<file path="config.mk">
export PLATFORM = sky130hd
export DESIGN_NAME = program_sequencer_stack
export DESIGN_NICKNAME = d
export VERILOG_FILES = /design/src/rtl/program_sequencer_stack.sv
export SDC_FILE = /design/constraint.sdc
export NUM_CORES = 1
export LEC_CHECK = 0
export CORE_ASPECT_RATIO = 0.5
export CORE_MARGIN = 1.5
export CORE_UTILIZATION = 56
export CTS_CLUSTER_DIAMETER = 80
export CTS_CLUSTER_SIZE = 25
export DETAILED_ROUTE_END_ITERATION = 12
export HOLD_SLACK_MARGIN = 0.1
export PLACE_DENSITY = 0.85
export SKIP_CTS_REPAIR_TIMING = 1
export SYNTH_ARGS = -nofsm -noshare
export SYNTH_HDL_FRONTEND = slang
export SYNTH_SLANG_ARGS = --single-unit
</file>
<file path="constraint.sdc">
create_clock -name clk -period 3.6 [get_ports clk]
set_input_delay 0.36 -clock clk [delete_from_list [all_inputs] [get_ports clk]]
set_output_delay 0.36 -clock clk [all_outputs]
set_load 0.05 [all_outputs]
</file>
<file path="src/rtl/program_sequencer_stack.sv">
// Program sequencer: generates the next program-memory address each cycle,
// with jumps, a return-address stack for call/ret, fetch hold and sticky stack-error flags.
module program_sequencer_stack #(
    parameter int unsigned PC_WIDTH       = 8,
    parameter int unsigned JMP_ADDR_WIDTH = 4,
    parameter int unsigned STACK_DEPTH    = 4
) (
    input  logic                                 clk,
    input  logic                                 sync_reset_n,
    input  logic                                 jmp,
    input  logic                                 jmp_nz,
    input  logic                                 dont_jmp,
    input  logic                                 call,
    input  logic                                 ret,
    input  logic                                 hold,
    input  logic [JMP_ADDR_WIDTH-1:0]            jmp_addr,
    output logic [PC_WIDTH-1:0]                  pm_addr,
    output logic [PC_WIDTH-1:0]                  pc,
    output logic [PC_WIDTH-1:0]                  from_PS,
    output logic [$clog2(STACK_DEPTH+1)-1:0]     sp,
    output logic                                 stack_overflow,
    output logic                                 stack_underflow
);

    localparam int unsigned SP_W = $clog2(STACK_DEPTH + 1);

    logic [PC_WIDTH-1:0] pc_q, pc_d;
    logic [SP_W-1:0]     sp_q, sp_d;
    logic                stack_overflow_q, stack_overflow_d;
    logic                stack_underflow_q, stack_underflow_d;
    logic [PC_WIDTH-1:0] stack_q [STACK_DEPTH];
    logic [PC_WIDTH-1:0] stack_d [STACK_DEPTH];

    logic [PC_WIDTH-1:0] pc_inc;
    logic [PC_WIDTH-1:0] target;
    logic [PC_WIDTH-1:0] top;
    logic                stack_empty;
    logic                stack_full;

    // Jump targets address page boundaries: the field lands in the top bits.
    assign target      = PC_WIDTH'(jmp_addr) << (PC_WIDTH - JMP_ADDR_WIDTH);
    assign pc_inc      = pc_q + PC_WIDTH'(1);
    assign stack_empty = (sp_q == '0);
    assign stack_full  = (sp_q == SP_W'(STACK_DEPTH));

    // Top-of-stack as a one-hot match on sp; stays 0 when the stack is empty.
    always_comb begin
        top = '0;
        for (int unsigned i = 0; i < STACK_DEPTH; i++) begin
            if (sp_q == SP_W'(i + 1)) top = stack_q[i];
        end
    end

    always_comb begin
        if (!sync_reset_n)                        pm_addr = '0;
        else if (hold)                            pm_addr = pc_q;
        else if (ret)                             pm_addr = stack_empty ? pc_inc : top;
        else if (call || jmp || (jmp_nz && !dont_jmp)) pm_addr = target;
        else                                      pm_addr = pc_inc;
    end

    assign pc_d = pm_addr;

    always_comb begin
        sp_d              = sp_q;
        stack_overflow_d  = stack_overflow_q;
        stack_underflow_d = stack_underflow_q;
        stack_d           = stack_q;
        if (sync_reset_n && !hold) begin
            if (ret) begin
                if (stack_empty) stack_underflow_d = 1'b1;
                else             sp_d = sp_q - SP_W'(1);
            end else if (call) begin
                if (stack_full) begin
                    stack_overflow_d = 1'b1;
                end else begin
                    for (int unsigned i = 0; i < STACK_DEPTH; i++) begin
                        if (sp_q == SP_W'(i)) stack_d[i] = pc_inc;
                    end
                    sp_d = sp_q + SP_W'(1);
                end
            end
        end
    end

    always_ff @(posedge clk) begin
        if (!sync_reset_n) begin
            pc_q              <= '0;
            sp_q              <= '0;
            stack_overflow_q  <= 1'b0;
            stack_underflow_q <= 1'b0;
        end else begin
            pc_q              <= pc_d;
            sp_q              <= sp_d;
            stack_overflow_q  <= stack_overflow_d;
            stack_underflow_q <= stack_underflow_d;
        end
    end

    // Entries are never visible past sp, so they need no reset.
    always_ff @(posedge clk) begin
        stack_q <= stack_d;
    end

    assign pc              = pc_q;
    assign sp              = sp_q;
    assign from_PS         = top;
    assign stack_overflow  = stack_overflow_q;
    assign stack_underflow = stack_underflow_q;

endmodule

</file>
# Yosys cells after proc, flatten, opt, wreduce, memory -nomap -nowiden
# Cells that the tools add are included.
[word_totals] ff_bits=45 input_bits=12 output_inout_bits=29 word_cells=47
[op_classes] add_sub_neg=3 eq_ne=6 mux=13 n_bitwise=2 n_reduce_logical=15
[op_table] op="2-to-1 mux 8 bit" n=9
[op_table] op="AND reduction 5 bit" n=4
[op_table] op="2-to-1 mux 3 bit" n=4
[op_table] op="adder 8 x 1 -> 8 bit, second input constant" n=1
[op_table] op="AND reduction 4 bit" n=2
[op_table] op="equality test 3 x 2 -> 1 bit, second input constant" n=2
[op_table] op="inequality test 2 bit, second input constant" n=2
[op_table] op="adder 3 x 1 -> 3 bit, second input constant" n=1
[op_table] op="equality test 3 x 1 -> 1 bit, second input constant" n=1
[op_table] op="equality test 3 bit, second input constant" n=1
[op_table] op="logical NOT 3 bit" n=1
[op_table] op="AND reduction 3 bit" n=1
[op_table] op="subtractor 3 x 1 -> 3 bit, second input constant" n=1
[op_table] op="logical AND 1 bit" n=2
[op_table] op="logical NOT 1 bit" n=2
[op_table] op="logical OR 1 bit" n=2
[op_table] op="NOT 1 bit" n=2
[op_table] op="nonzero test 2 bit" n=1

# Longest topological paths before layout
# Gate-level depths: netlist of the first run.
[logic_depth] depth_word=9 mapped_depth=9 ltp_nobuf=7

# Least setup slack after synthesis of the first run
# OpenSTA, ideal clock, no wires.
[synth_timing] kind="register to output" startpoint="register sp_q[2], in the netlist sp[2]" endpoint="output pm_addr[5]" arrival_time_ps=3317 required_ps=3240 slack_ps=-77 path_stages_with_launch=9 path_buffers=1 cell_sequence="dfxtp_1 > buf_4 > inv_1 > ha_1 > nor4b_4 > a22oi_1 > a21oi_1 > nor2_1 > o21ai_1"
[synth_between] elab_chain_cells=9 word_cells_on_any_way=13 cone_classes="eq/ne: 4; mux: 8; reduce/logical: 1"
[synth_rtl] element="from (decl)" line="28" source="logic [SP_W-1:0] sp_q, sp_d;"
[synth_rtl] element="from (signal assigned)" line="94" source="sp_q <= sp_d;"
[synth_rtl] element="equality test 3 x 1 -> 1 bit" line="50" source="if (sp_q == SP_W'(i + 1)) top = stack_q[i];"
[synth_rtl] element="2-to-1 mux 8 bit (3 in a row)" line="50"
[synth_rtl] element="2-to-1 mux 8 bit *" line="50"
[synth_rtl] element="via from_PS[5]" line="19" source="output logic [PC_WIDTH-1:0] from_PS,"
[synth_rtl] element="2-to-1 mux 8 bit * (2 in a row)" line="57" source="else if (ret) pm_addr = stack_empty ? pc_inc : top;"
[synth_rtl] element="2-to-1 mux 8 bit *" line="56" source="else if (hold) pm_addr = pc_q;"
[synth_rtl] element="2-to-1 mux 8 bit *" line="55" source="if (!sync_reset_n) pm_addr = '0;"
[synth_rtl] element="to (decl)" line="17" source="output logic [PC_WIDTH-1:0] pm_addr,"
# The timed path passes the listed nets; every way through them passes the cells marked *.

# Worst setup path after layout of the first run
[layout_timing] startpoint="register sp_q[0], in the netlist sp[0]" endpoint="output pm_addr[3]"
[layout_between] elab_chain_cells=9 word_cells_on_any_way=13 cone_classes="eq/ne: 4; mux: 8; reduce/logical: 1"
[layout_rtl] element="equality test 3 x 1 -> 1 bit" line="50"
[layout_rtl] element="2-to-1 mux 8 bit (4 in a row)" line="50"
[layout_rtl] element="2-to-1 mux 8 bit * (2 in a row)" line="57"
[layout_rtl] element="2-to-1 mux 8 bit *" line="56"
[layout_rtl] element="2-to-1 mux 8 bit *" line="55"
# Every way passes the cells marked *; elsewhere a longest branch is shown, timed or not.

==> results.md, run 1 <==
* Status: completed
* Power per Cell Area at 419 nW/um^2
* Finished Cell Area at 2780 sq um
* Worst-skew pair later-pin latency at 0.30 ns
* Post-DRT Antenna Nets at 0
* Yosys warns at 0
* Ratio of cells with drive above 1 in the final layout at 9.16%
* Number of synthesized flops with an enable pin at 32
* DR WL/cell at 17.6 microns
* CP required at 3.24 ns
* RSZ-0062 raised after global routing: false
* Setup TNS at 0 ns
* Ports at 41
* Die W at 91.8 microns
* Area Overhead vs Synth at 25.9%
* Maximum buffer depth of the clock tree at 2
* Ys async rst share at 0%
* Max-cap violations at 0
* Syn avg cell area at 10.7 sq um
* Setup-failing EPs final at 0
* Crit-path slowest cell: clkdlybuf4s50_1
* Tmin final at 3.40 ns
* Library cells used by synthesis at 43
* Syn Std Cell Area at 2210 sq um
* Detailed Routing Iterations Pass 1 at 4
* # diodes at 0
* 1st-iter DRT viols at 151
* Setup WS post-layout at 0.196 ns
* P_int at 799 uW
* H-Tree Depth at 2
* Top_reg_cell synth: edfxtp_1
* Fin. Hold Viols at 0
* CTS Sinks at 45
* Synth Instances at 207
* #FFs+latches synth at 45
* Worst rel slew slack at 49.6%
* Die Y at 47.4 microns
* Initial Utilization at 61.3%
* Crit path kind: reg2out
* Pleak at 1.04 nW
* Post-place setup slack at 0.452 ns
* Sequential share of the synthesized area at 55.3%
* Register share of total power at 49.9%
* CTS tree: done
* Number of global-route vias before repair at 1789
* Combinational Power Share at 22.1%
* Largest net degree at the start of global routing at 17
* Post-DP HPWL at 3970 microns
* DRC violations left at 0
* Avg Vias per Cell at 6.04
* Crit path capture type: primary output
* Dpl cell area at 2680 sq um
* Worst slew pin tran at 0.754 ns
* Register area at 1220 sq um
* Worst Path Buf+Inv at 1
* Total CTS buffers at 5
* Maximum vdd ir drop at 0.249 mV
* # port buffers at 40
* WP data arrival at 3.04 ns
* Root Buffer: clkbuf_8
* Crit path largest cell delay at 0.80 ns
* Initial antenna violation count at 0
* Max-slew violation count at 0
* Total track usage at 27.0%
* Routed vias at 1825
* Critical path's top delay family: simple AND/OR/NAND/NOR gates
* Post-route clock skew at 0.0108 ns
* Max Fclk at 294 MHz
* Hold Crit Class: reg2reg
* Syn nets at 226
* Fin nets at 269
* Sw Share at 31.5%
* Area taken by multi-input logic gates at 920 sq um
* # fillers at 259
* FP Rows at 15
* GP Congestion at 0.879
* Core ar. at 3600 sq um
* Final worst-path cycle share at 94.5%
* Crit path top cell by count: ha_1
* Crit-path cells: ha_1, ha_1, nor4b_4, a221oi_1, nand2_1, nand4_1, nand3_1, clkdlybuf4s50_1
* Net Switching at 367 uW
* Startpoint Class: register
* Gr ovfl total at 0
* Crit-path max FO at 12
* Clock slew at reported path FFs at 0.09 ns
* Clock power frac at 28.0%
* Total routed wirelength at 5310 microns
* Die Area at 4350 sq um
* First-pass GRT wire length at 8570 microns
==> metrics by stage <==
step           util, %  hold slack [ns]  power (mW)  instances
4_1_cts           76.8            0.477        1.16        302
3_3_place_gp      74.2            0.447       0.842        294
2_1_floorplan        -            0.517       0.760        207
3_5_place_dp      74.2            0.456       0.847        294
6_report          77.2            0.473        1.17        302
5_1_grt           77.2            0.498        1.20        302
==> logic make-up after synthesis <==
| logic type | Yosys count | synth area share, % |
|---|---|---|
| DFF | 45 | 55.3 |
| xor gates and xnor gates | 7 | 2.77 |
| AOI/OAI and AO/OA | 58 | 17.6 |
| buffers and inverters | 17 | 3.57 |
| and+or+nand+nor | 73 | 16.9 |
| adders and majority gates | 7 | 3.96 |
==> layout make-up <==
cell class | instances | area share, %
Clock inverter | 3 | 0.900
Tap cell | 51 | 2.29
Timing Repair Buffer | 47 | 16.6
Clock buffer | 5 | 2.47
Sequential cell | 45 | 43.9
Multi-Input combinational cell | 145 | 33.1
Inverter | 6 | 0.810
==> power groups by stage <==
stage          registers, mW  clock network (mW)  logic (mW)
6_report               0.581               0.327       0.257
5_1_grt                0.583               0.346       0.270
4_1_cts                0.581               0.328       0.256
3_5_place_dp           0.593                   0       0.255
3_3_place_gp           0.592                   0       0.250
2_1_floorplan          0.622                   0       0.138
==> flip-flops by register name, indices dropped and copies added (netlist names) <==
register	cells
pc	8
sp	3
stack_underflow	1
stack_q	32
stack_overflow	1
==> layout by cell type, fill, tap and decap left out, drive strengths merged, types with 2 or more instances in the layout <==
cell type	n
nand3	13
o211ai	2
a31oi	7
a21o	2
a221oi	2
edfxtp	32
xnor2	6
dfxtp	13
o2bb2ai	2
nand4	3
dlymetal6s2s	4
nand2	19
nor3b	4
inv	8
o311a	2
a21oi	8
o221ai	2
ha	7
clkbuf	5
nand2b	3
nor2b	3
buf	8
and2	3
o22ai	3
o21a	3
clkdlybuf4s50	35
a22oi	5
nor2	19
o21ai	16
==> per-layer routing <==
metal	GRT usage [%]	vias up	part of all wire (%)
li1	-	861	-
met1	35.9	864	45
met2	44.5	91	46
met3	7.78	9	8.6
met4	8.92	0	0.94
met5	0	-	0
==> final timing paths <==
| kind | start | endpoint | slack, ns | cells past startpoint |
|---|---|---|---|---|
| min reg2reg | stack_underflow$_SDFFE_PN0P_ | stack_underflow$_SDFFE_PN0P_ | 0.47 | 1 |
| max | sp[0]$_SDFFE_PN0P_ | pm_addr[3] | 0.20 | 8 |
| max reg2reg | sp[0]$_SDFFE_PN0P_ | stack_q[3]$_DFFE_PP_ | 1.39 | 5 |
| min | stack_underflow$_SDFFE_PN0P_ | stack_underflow$_SDFFE_PN0P_ | 0.47 | 1 |
==> synthesized netlist by cell type, types with 2 or more instances <==
master / n / area, sq um
o221ai_1: 2 / 17.5
nand2_1: 19 / 71.3
nand4_1: 3 / 18.8
o2bb2ai_1: 2 / 17.5
nand2b_1: 3 / 18.8
nor2b_1: 3 / 18.8
ha_1: 7 / 87.6
clkbuf_1: 3 / 11.3
o21a_1: 3 / 22.5
a21oi_1: 7 / 35.0
nor2_1: 18 / 67.6
o21ai_1: 9 / 45.0
a22oi_1: 5 / 37.5
o22ai_1: 3 / 18.8
inv_1: 6 / 22.5
nand3_1: 13 / 65.1
buf_2: 6 / 30.0
dfxtp_1: 13 / 260
o211ai_1: 2 / 15.0
buf_4: 2 / 15.0
nor3b_1: 4 / 30.0
xnor2_1: 6 / 52.6
edfxtp_1: 32 / 961
a21o_1: 2 / 15.0
o311a_1: 2 / 20.0
o21ai_0: 7 / 35.0
a31oi_1: 7 / 43.8
and2_1: 3 / 18.8
Power figures use the tool's default switching activity.
==> inputs of run 2 (changes only) <==
--- a/config.mk
+++ b/config.mk
@@ -7,12 +7,12 @@
 export LEC_CHECK = 0
 export CORE_ASPECT_RATIO = 0.5
 export CORE_MARGIN = 1.5
-export CORE_UTILIZATION = 56
+export CORE_UTILIZATION = 52
 export CTS_CLUSTER_DIAMETER = 80
 export CTS_CLUSTER_SIZE = 25
 export DETAILED_ROUTE_END_ITERATION = 12
 export HOLD_SLACK_MARGIN = 0.1
-export PLACE_DENSITY = 0.85
+export PLACE_DENSITY = 0.8
 export SKIP_CTS_REPAIR_TIMING = 1
 export SYNTH_ARGS = -nofsm -noshare
 export SYNTH_HDL_FRONTEND = slang
==> constraint.sdc (replaced) <==
create_clock -name clk -period 3.3 [get_ports clk]
set_input_delay 0.33 -clock clk [delete_from_list [all_inputs] [get_ports clk]]
set_output_delay 0.33 -clock clk [all_outputs]
set_load 0.05 [all_outputs]
==> results.md, run 2 (synthesis results as in run 1) <==
* Status: completed (unchanged)
* CTS Sinks at 45 (unchanged)
* Avg Vias per Cell at 5.90 (was 6.04)
* Tmin final at 2.99 ns
* Hold Crit Class: reg2reg (unchanged)
* Startpoint Class: register (unchanged)
* Crit path kind: reg2out (unchanged)
* Most frequent cells in the layout: edfxtp_1, clkdlybuf4s50_1, nand2_1, nor2_1, buf_4 (was clkdlybuf4s50_1, edfxtp_1, nand2_1, nor2_1)
* Worst slew pin tran at 0.524 ns (was 0.754 ns)
* Flop2flop setup slack at 1.21 ns (was 1.39 ns)
* Worst setup path start: sp[0]$_SDFFE_PN0P_ (unchanged)
* Critical Path End: from_PS[7] (was pm_addr[3])
* DRC violations left at 0 (unchanged)
* Crit-path cells: inv_1, ha_1, nand2_1, o21ai_1, a21o_1, a21oi_1, nor2_1, clkdlybuf4s50_1 (was ha_1, ha_1, nor4b_4, a221oi_1, nand2_1, nand4_1, nand3_1, clkdlybuf4s50_1)
* Crit-path max FO at 14 (was 12)
* Die W at 95.2 microns (was 91.8 microns)
* # diodes at 0 (unchanged)
* GP Congestion at 0.829 (was 0.879)
* DR WL/cell at 17.5 microns (was 17.6 microns)
* CP required at 2.97 ns (was 3.24 ns)
* Final worst-path cycle share at 90.7%
* Max FFs per register at 32 (unchanged)
* Detailed Routing Iterations Pass 1 at 4 (unchanged)
* First-pass GRT wire length at 8520 microns (was 8570 microns)
* H-Tree Depth at 2 (unchanged)
* Most common cell after layout, fill and taps aside: edfxtp_1 (was clkdlybuf4s50_1)
* Largest net degree at the start of global routing at 17 (unchanged)
* Total CTS buffers at 5 (unchanged)
* Post-DRT Antenna Nets at 0 (unchanged)
* Ratio of cells with drive above 1 in the final layout at 15.0% (was 9.16%)
* Fin nets at 271 (was 269)
* Largest Register: stack_q (unchanged)
* WP data arrival at 2.66 ns (was 3.04 ns)
* Area Overhead vs Synth at 28.9% (was 25.9%)
* Ports at 41 (unchanged)
* Root Buffer: clkbuf_8 (unchanged)
* Crit path largest cell delay at 0.81 ns (was 0.80 ns)
* Post-DP HPWL at 3940 microns (was 3970 microns)
* Total track usage at 25.1% (was 27.0%)
* Pleak at 1.07 nW (was 1.04 nW)
* Power per Cell Area at 479 nW/um^2 (was 419 nW/um^2)
* Max-cap violations at 0 (unchanged)
* Finished Cell Area at 2850 sq um (was 2780 sq um)
* Maximum vdd ir drop at 0.283 mV (was 0.249 mV)
* Maximum buffer depth of the clock tree at 2 (unchanged)
* Setup-failing EPs final at 0 (unchanged)
* Dpl cell area at 2720 sq um (was 2680 sq um)
* # port buffers at 40 (unchanged)
* Die Area at 4670 sq um (was 4350 sq um)
* Setup TNS at 0 ns (unchanged)
* Clock slew at reported path FFs at 0.09 ns (about the same)
* CTS tree: done (unchanged)
* Reg2reg start: sp[2]$_SDFFE_PN0P_ (was sp[0]$_SDFFE_PN0P_)
* FF-to-FF End: pc[6]$_SDFF_PN0_ (was stack_q[3]$_DFFE_PP_)
* Crit path capture type: primary output (unchanged)
* Initial Utilization at 55.5% (was 61.3%)
* Fin. Hold Viols at 0 (unchanged)
* Routed vias at 1811 (was 1825)
* 1st-iter DRT viols at 137 (was 151)
* Post-route clock skew at 0.00255 ns (was 0.0108 ns)
* RSZ-0062 raised after global routing: false (unchanged)
* Worst-skew pair later-pin latency at 0.30 ns (about the same)
* Initial antenna violation count at 0 (unchanged)
* Worst rel slew slack at 64.9% (was 49.6%)
* Die Y at 49.1 microns (was 47.4 microns)
* Core ar. at 3980 sq um (was 3600 sq um)
* FP Rows at 16 (was 15)
* Gr ovfl total at 0 (unchanged)
* Max-slew violation count at 0 (unchanged)
* Crit-path slowest cell: clkdlybuf4s50_1 (unchanged)
* Total routed wirelength at 5370 microns (was 5310 microns)
* Number of global-route vias before repair at 1628 (was 1789)
* Max Fclk at 334 MHz
* R2R cell count at 8 (was 5)
-- run 2: changes by cell type in the layout (fill, tap and decap cells not counted), sizes merged --
cell | previous run | this run
buf | 8 | 21
clkdlybuf4s50 | 35 | 26
dlymetal6s2s | 4 | 2
bufinv | 0 | 1
clkinv | 0 | 1
clkinvlp | 1 | 0
inv | 8 | 7
-- run 2: worst min-delay path by stage --
stage / from / to / slack (ns) / cells past startpoint
2_1_floorplan: sync_reset_n / pc[7]$_SDFF_PN0_ / 0.49 / 2
3_3_place_gp: stack_underflow$_SDFFE_PN0P_ / stack_underflow$_SDFFE_PN0P_ / 0.45 / 1
3_5_place_dp: stack_underflow$_SDFFE_PN0P_ / stack_underflow$_SDFFE_PN0P_ / 0.46 / 1
4_1_cts: stack_underflow$_SDFFE_PN0P_ / stack_underflow$_SDFFE_PN0P_ / 0.48 / 1
5_1_grt: stack_underflow$_SDFFE_PN0P_ / stack_underflow$_SDFFE_PN0P_ / 0.49 / 1
6_report: stack_underflow$_SDFFE_PN0P_ / stack_underflow$_SDFFE_PN0P_ / 0.48 / 1
-- run 2: cell type report --
| type | count | area (sq um) |
|---|---|---|
| clock buffers | 5 | 68.8 |
| clock inverters | 3 | 50.0 |
| fillers | 284 | 1130 |
| inverters | 6 | 22.5 |
| multi-input cells | 145 | 925 |
| flip-flops and latches | 45 | 1220 |
| well taps | 54 | 67.6 |
| repair buffers | 49 | 493 |
-- run 2: routing by layer --
layer  GRT usage, %  wire length [microns]  vias up
li1               -                      -      856
met1           36.8                   2450      882
met2           36.8                   2460       69
met3           5.92                    408        4
met4           8.21                     54        0
met5              0                      0        -
-- run 2: power breakdown --
group / total (mW) / switching (mW) / internal (mW)
Clock: 0.442 / 0.210 / 0.232
Sequential: 0.636 / 0.0149 / 0.621
Combinational: 0.287 / 0.185 / 0.102
-- run 2: through the flow --
step	hold slack, ns	util [%]	std cells	total power, mW	setup slack, ns
2_1_floorplan	0.487	-	207	0.831	-0.0604
3_3_place_gp	0.452	68.4	299	0.928	0.591
3_5_place_dp	0.458	68.4	299	0.933	0.443
4_1_cts	0.482	71.4	307	1.37	0.0801
5_1_grt	0.491	71.5	307	1.41	0.108
6_report	0.479	71.5	307	1.37	0.308
-- run 2: worst max-delay path, delay by kind of cell (launching register included) --
| family | cells | cell delay [ns] |
|---|---|---|
| and+or+nand+nor | 2 | 0.22 |
| buffers and inverters | 2 | 0.93 |
| adders and majority gates | 1 | 0.50 |
| AOI/OAI and AO/OA | 3 | 0.33 |
| DFF | 1 | 0.37 |
==> inputs of run 3 (changes only) <==
--- a/config.mk
+++ b/config.mk
@@ -11,6 +11,7 @@
 export CTS_CLUSTER_DIAMETER = 80
 export CTS_CLUSTER_SIZE = 25
 export DETAILED_ROUTE_END_ITERATION = 12
+export GPL_ROUTABILITY_DRIVEN = 0
 export HOLD_SLACK_MARGIN = 0.1
 export PLACE_DENSITY = 0.8
 export SKIP_CTS_REPAIR_TIMING = 1
==> constraint.sdc (replaced) <==
create_clock -name clk -period 3.3 [get_ports clk]
set_input_delay 0.33 -clock clk [delete_from_list [all_inputs] [get_ports clk]]
set_output_delay 0.33 -clock clk [all_outputs]
set_load 0.005 [all_outputs]
==> results.md, run 3 (synthesis results as in run 1) <==
* Status: completed (unchanged)
* Dpl cell area at 2670 sq um (was 2720 sq um)
* CP required at 2.97 ns (about the same)
* Worst rel slew slack at 51.7% (was 64.9%)
* Clock power frac at 34.5% (was 32.4%)
* # fillers at 286 (was 284)
* Post-DP HPWL at 3830 microns (was 3940 microns)
* Final non-filler cell total at 304 (was 307)
* Root Buffer: clkbuf_8 (unchanged)
* Worst setup path start: sp[0]$_SDFFE_PN0P_ (unchanged)
* Max-slew violation count at 0 (unchanged)
* Largest net degree at the start of global routing at 17 (unchanged)
* Hold Crit Class: reg2reg (unchanged)
* Crit-path slowest cell: clkdlybuf4s50_1 (unchanged)
* Largest Register: stack_q (unchanged)
* Crit path kind: reg2out (unchanged)
* Crit path largest cell delay at 0.53 ns (was 0.81 ns)
* Maximum vdd ir drop at 0.332 mV (was 0.283 mV)
* Maximum buffer depth of the clock tree at 2 (unchanged)
* Combinational Power Share at 15.0% (was 21.1%)
* Ratio of cells with drive above 1 in the final layout at 8.00% (was 15.0%)
* H-Tree Depth at 2 (unchanged)
* Crit path capture type: primary output (unchanged)
* FP Rows at 16 (unchanged)
* DRC violations left at 0 (unchanged)
* Finished Cell Area at 2790 sq um (was 2850 sq um)
* RSZ-0062 raised after global routing: false (unchanged)
* Post-route clock skew at 0.00827 ns (was 0.00255 ns)
* Avg Vias per Cell at 5.94 (was 5.90)
* P_int at 946 uW (was 955 uW)
* Number of global-route vias before repair at 1722 (was 1628)
* # port buffers at 40 (unchanged)
* Max FFs per register at 32 (unchanged)
* Crit-path max FO at 12 (was 14)
* Fin nets at 268 (was 271)
* Placed cell count at 296 (was 299)
* Pleak at 0.980 nW (was 1.07 nW)
* Gr ovfl total at 0 (unchanged)
* Power per Cell Area at 450 nW/um^2 (was 479 nW/um^2)
* Crit-path cells: inv_1, ha_1, nand2b_1, nand2_1, or3_1, a31oi_1, clkdlybuf4s50_1 (was inv_1, ha_1, nand2_1, o21ai_1, a21o_1, a21oi_1, nor2_1, clkdlybuf4s50_1)
* WP data arrival at 2.84 ns (was 2.66 ns)
* Worst hold start: stack_overflow$_SDFFE_PN0P_ (was stack_underflow$_SDFFE_PN0P_)
* Max Fclk at 315 MHz (was 334 MHz)
* Die W at 95.2 microns (unchanged)
* Most common cell after layout, fill and taps aside: clkdlybuf4s50_1 (was edfxtp_1)
* Setup TNS at 0 ns (unchanged)
* DR WL/cell at 17.0 microns (was 17.5 microns)
* Max-cap violations at 0 (unchanged)
* Routed vias at 1805 (was 1811)
* Initial Utilization at 55.5% (unchanged)
* Sw Share at 24.6% (was 30.0%)
* Worst slew pin tran at 0.723 ns (was 0.524 ns)
* CTS Sinks at 45 (unchanged)
* Most frequent cells in the layout: clkdlybuf4s50_1, edfxtp_1, nand2_1, nor2_1 (was edfxtp_1, clkdlybuf4s50_1, nand2_1, nor2_1, buf_4)
* # diodes at 0 (unchanged)
* 1st-iter DRT viols at 83 (was 137)
* Total track usage at 24.5% (was 25.1%)
* Clock slew at reported path FFs at 0.09 ns (about the same)
* Setup-failing EPs final at 0 (unchanged)
* Core ar. at 3980 sq um (unchanged)
* CTS tree: done (unchanged)
* Tmin final at 3.17 ns (was 2.99 ns)
* Area Overhead vs Synth at 26.2% (was 28.9%)
* Detailed Routing Iterations Pass 1 at 4 (unchanged)
* Flop2flop setup slack at 1.00 ns (was 1.21 ns)
* Die Area at 4670 sq um (unchanged)
* Worst-skew pair later-pin latency at 0.31 ns (was 0.30 ns)
* Ports at 41 (unchanged)
* Final worst-path cycle share at 96.1% (was 90.7%)
* Startpoint Class: register (unchanged)
* Reg2reg start: sp[0]$_SDFFE_PN0P_ (was sp[2]$_SDFFE_PN0P_)
* Total routed wirelength at 5180 microns (was 5370 microns)
* Die Y at 49.1 microns (unchanged)
* First-pass GRT wire length at 8490 microns (was 8520 microns)
* Fin. Hold Viols at 0 (unchanged)
* Final total power at 1.26 mW (was 1.37 mW)
* Register share of total power at 50.5% (was 46.6%)
* Initial antenna violation count at 0 (unchanged)
* Post-DRT Antenna Nets at 0 (unchanged)
* Total CTS buffers at 5 (unchanged)
* Net Switching at 309 uW (was 410 uW)
[run 3: worst paths after layout]
| check | to | depth (start not counted) |
|---|---|---|
| min reg2reg | stack_overflow$_SDFFE_PN0P_ | 1 |
| max reg2reg | stack_q[0]$_DFFE_PP_ | 5 |
| max | pm_addr[2] | 7 |
| min | stack_overflow$_SDFFE_PN0P_ | 1 |
[run 3: power by group through the flow]
stage / Clock, mW / Sequential (mW) / Combinational [mW]
detailed placement: 0 / 0.647 / 0.185
CTS: 0.443 / 0.634 / 0.187
finish: 0.433 / 0.634 / 0.188
floorplan: 0 / 0.645 / 0.0953
global placement: 0 / 0.646 / 0.182
global route: 0.470 / 0.637 / 0.204
[run 3: cell type report]
class	count	area, sq um	share of cell area [%]
clock buffers	5	68.8	2.47
clock inverters	3	47.5	1.71
inverters	6	22.5	0.808
multi-input cells	145	915	32.8
flip-flops and latches	45	1220	43.8
well taps	54	67.6	2.42
repair buffers	46	445	16.0
[run 3: worst max-delay path, delay by kind of cell, from the launching register on]
kind	cells	cell delay, ns
flip-flops	1	0.44
adder cells (fa/ha/maj)	1	0.31
AND/OR/NAND/NOR	3	0.94
buffers and inverters	2	0.65
AO/OA/AOI/OAI	1	0.20
[run 3: per-stage QoR]
stage               util, %  setup slack, ns  hold WS (ns)
floorplan                 -             1.28         0.464
global route           70.0           0.0139         0.506
detailed placement     66.9            0.399         0.461
global placement       66.9            0.404         0.449
CTS                    69.8           0.0967         0.485
finish                 70.0            0.128         0.480
[run 3: layer usage]
| layer | global-route usage (%) | vias up | part of all wire [%] |
|---|---|---|---|
| li1 | - | 853 | - |
| met5 | 0 | - | 0 |
| met4 | 6.72 | 0 | 1.5 |
| met3 | 6.54 | 10 | 7.9 |
| met1 | 34.7 | 879 | 45 |
| met2 | 37.1 | 63 | 45 |
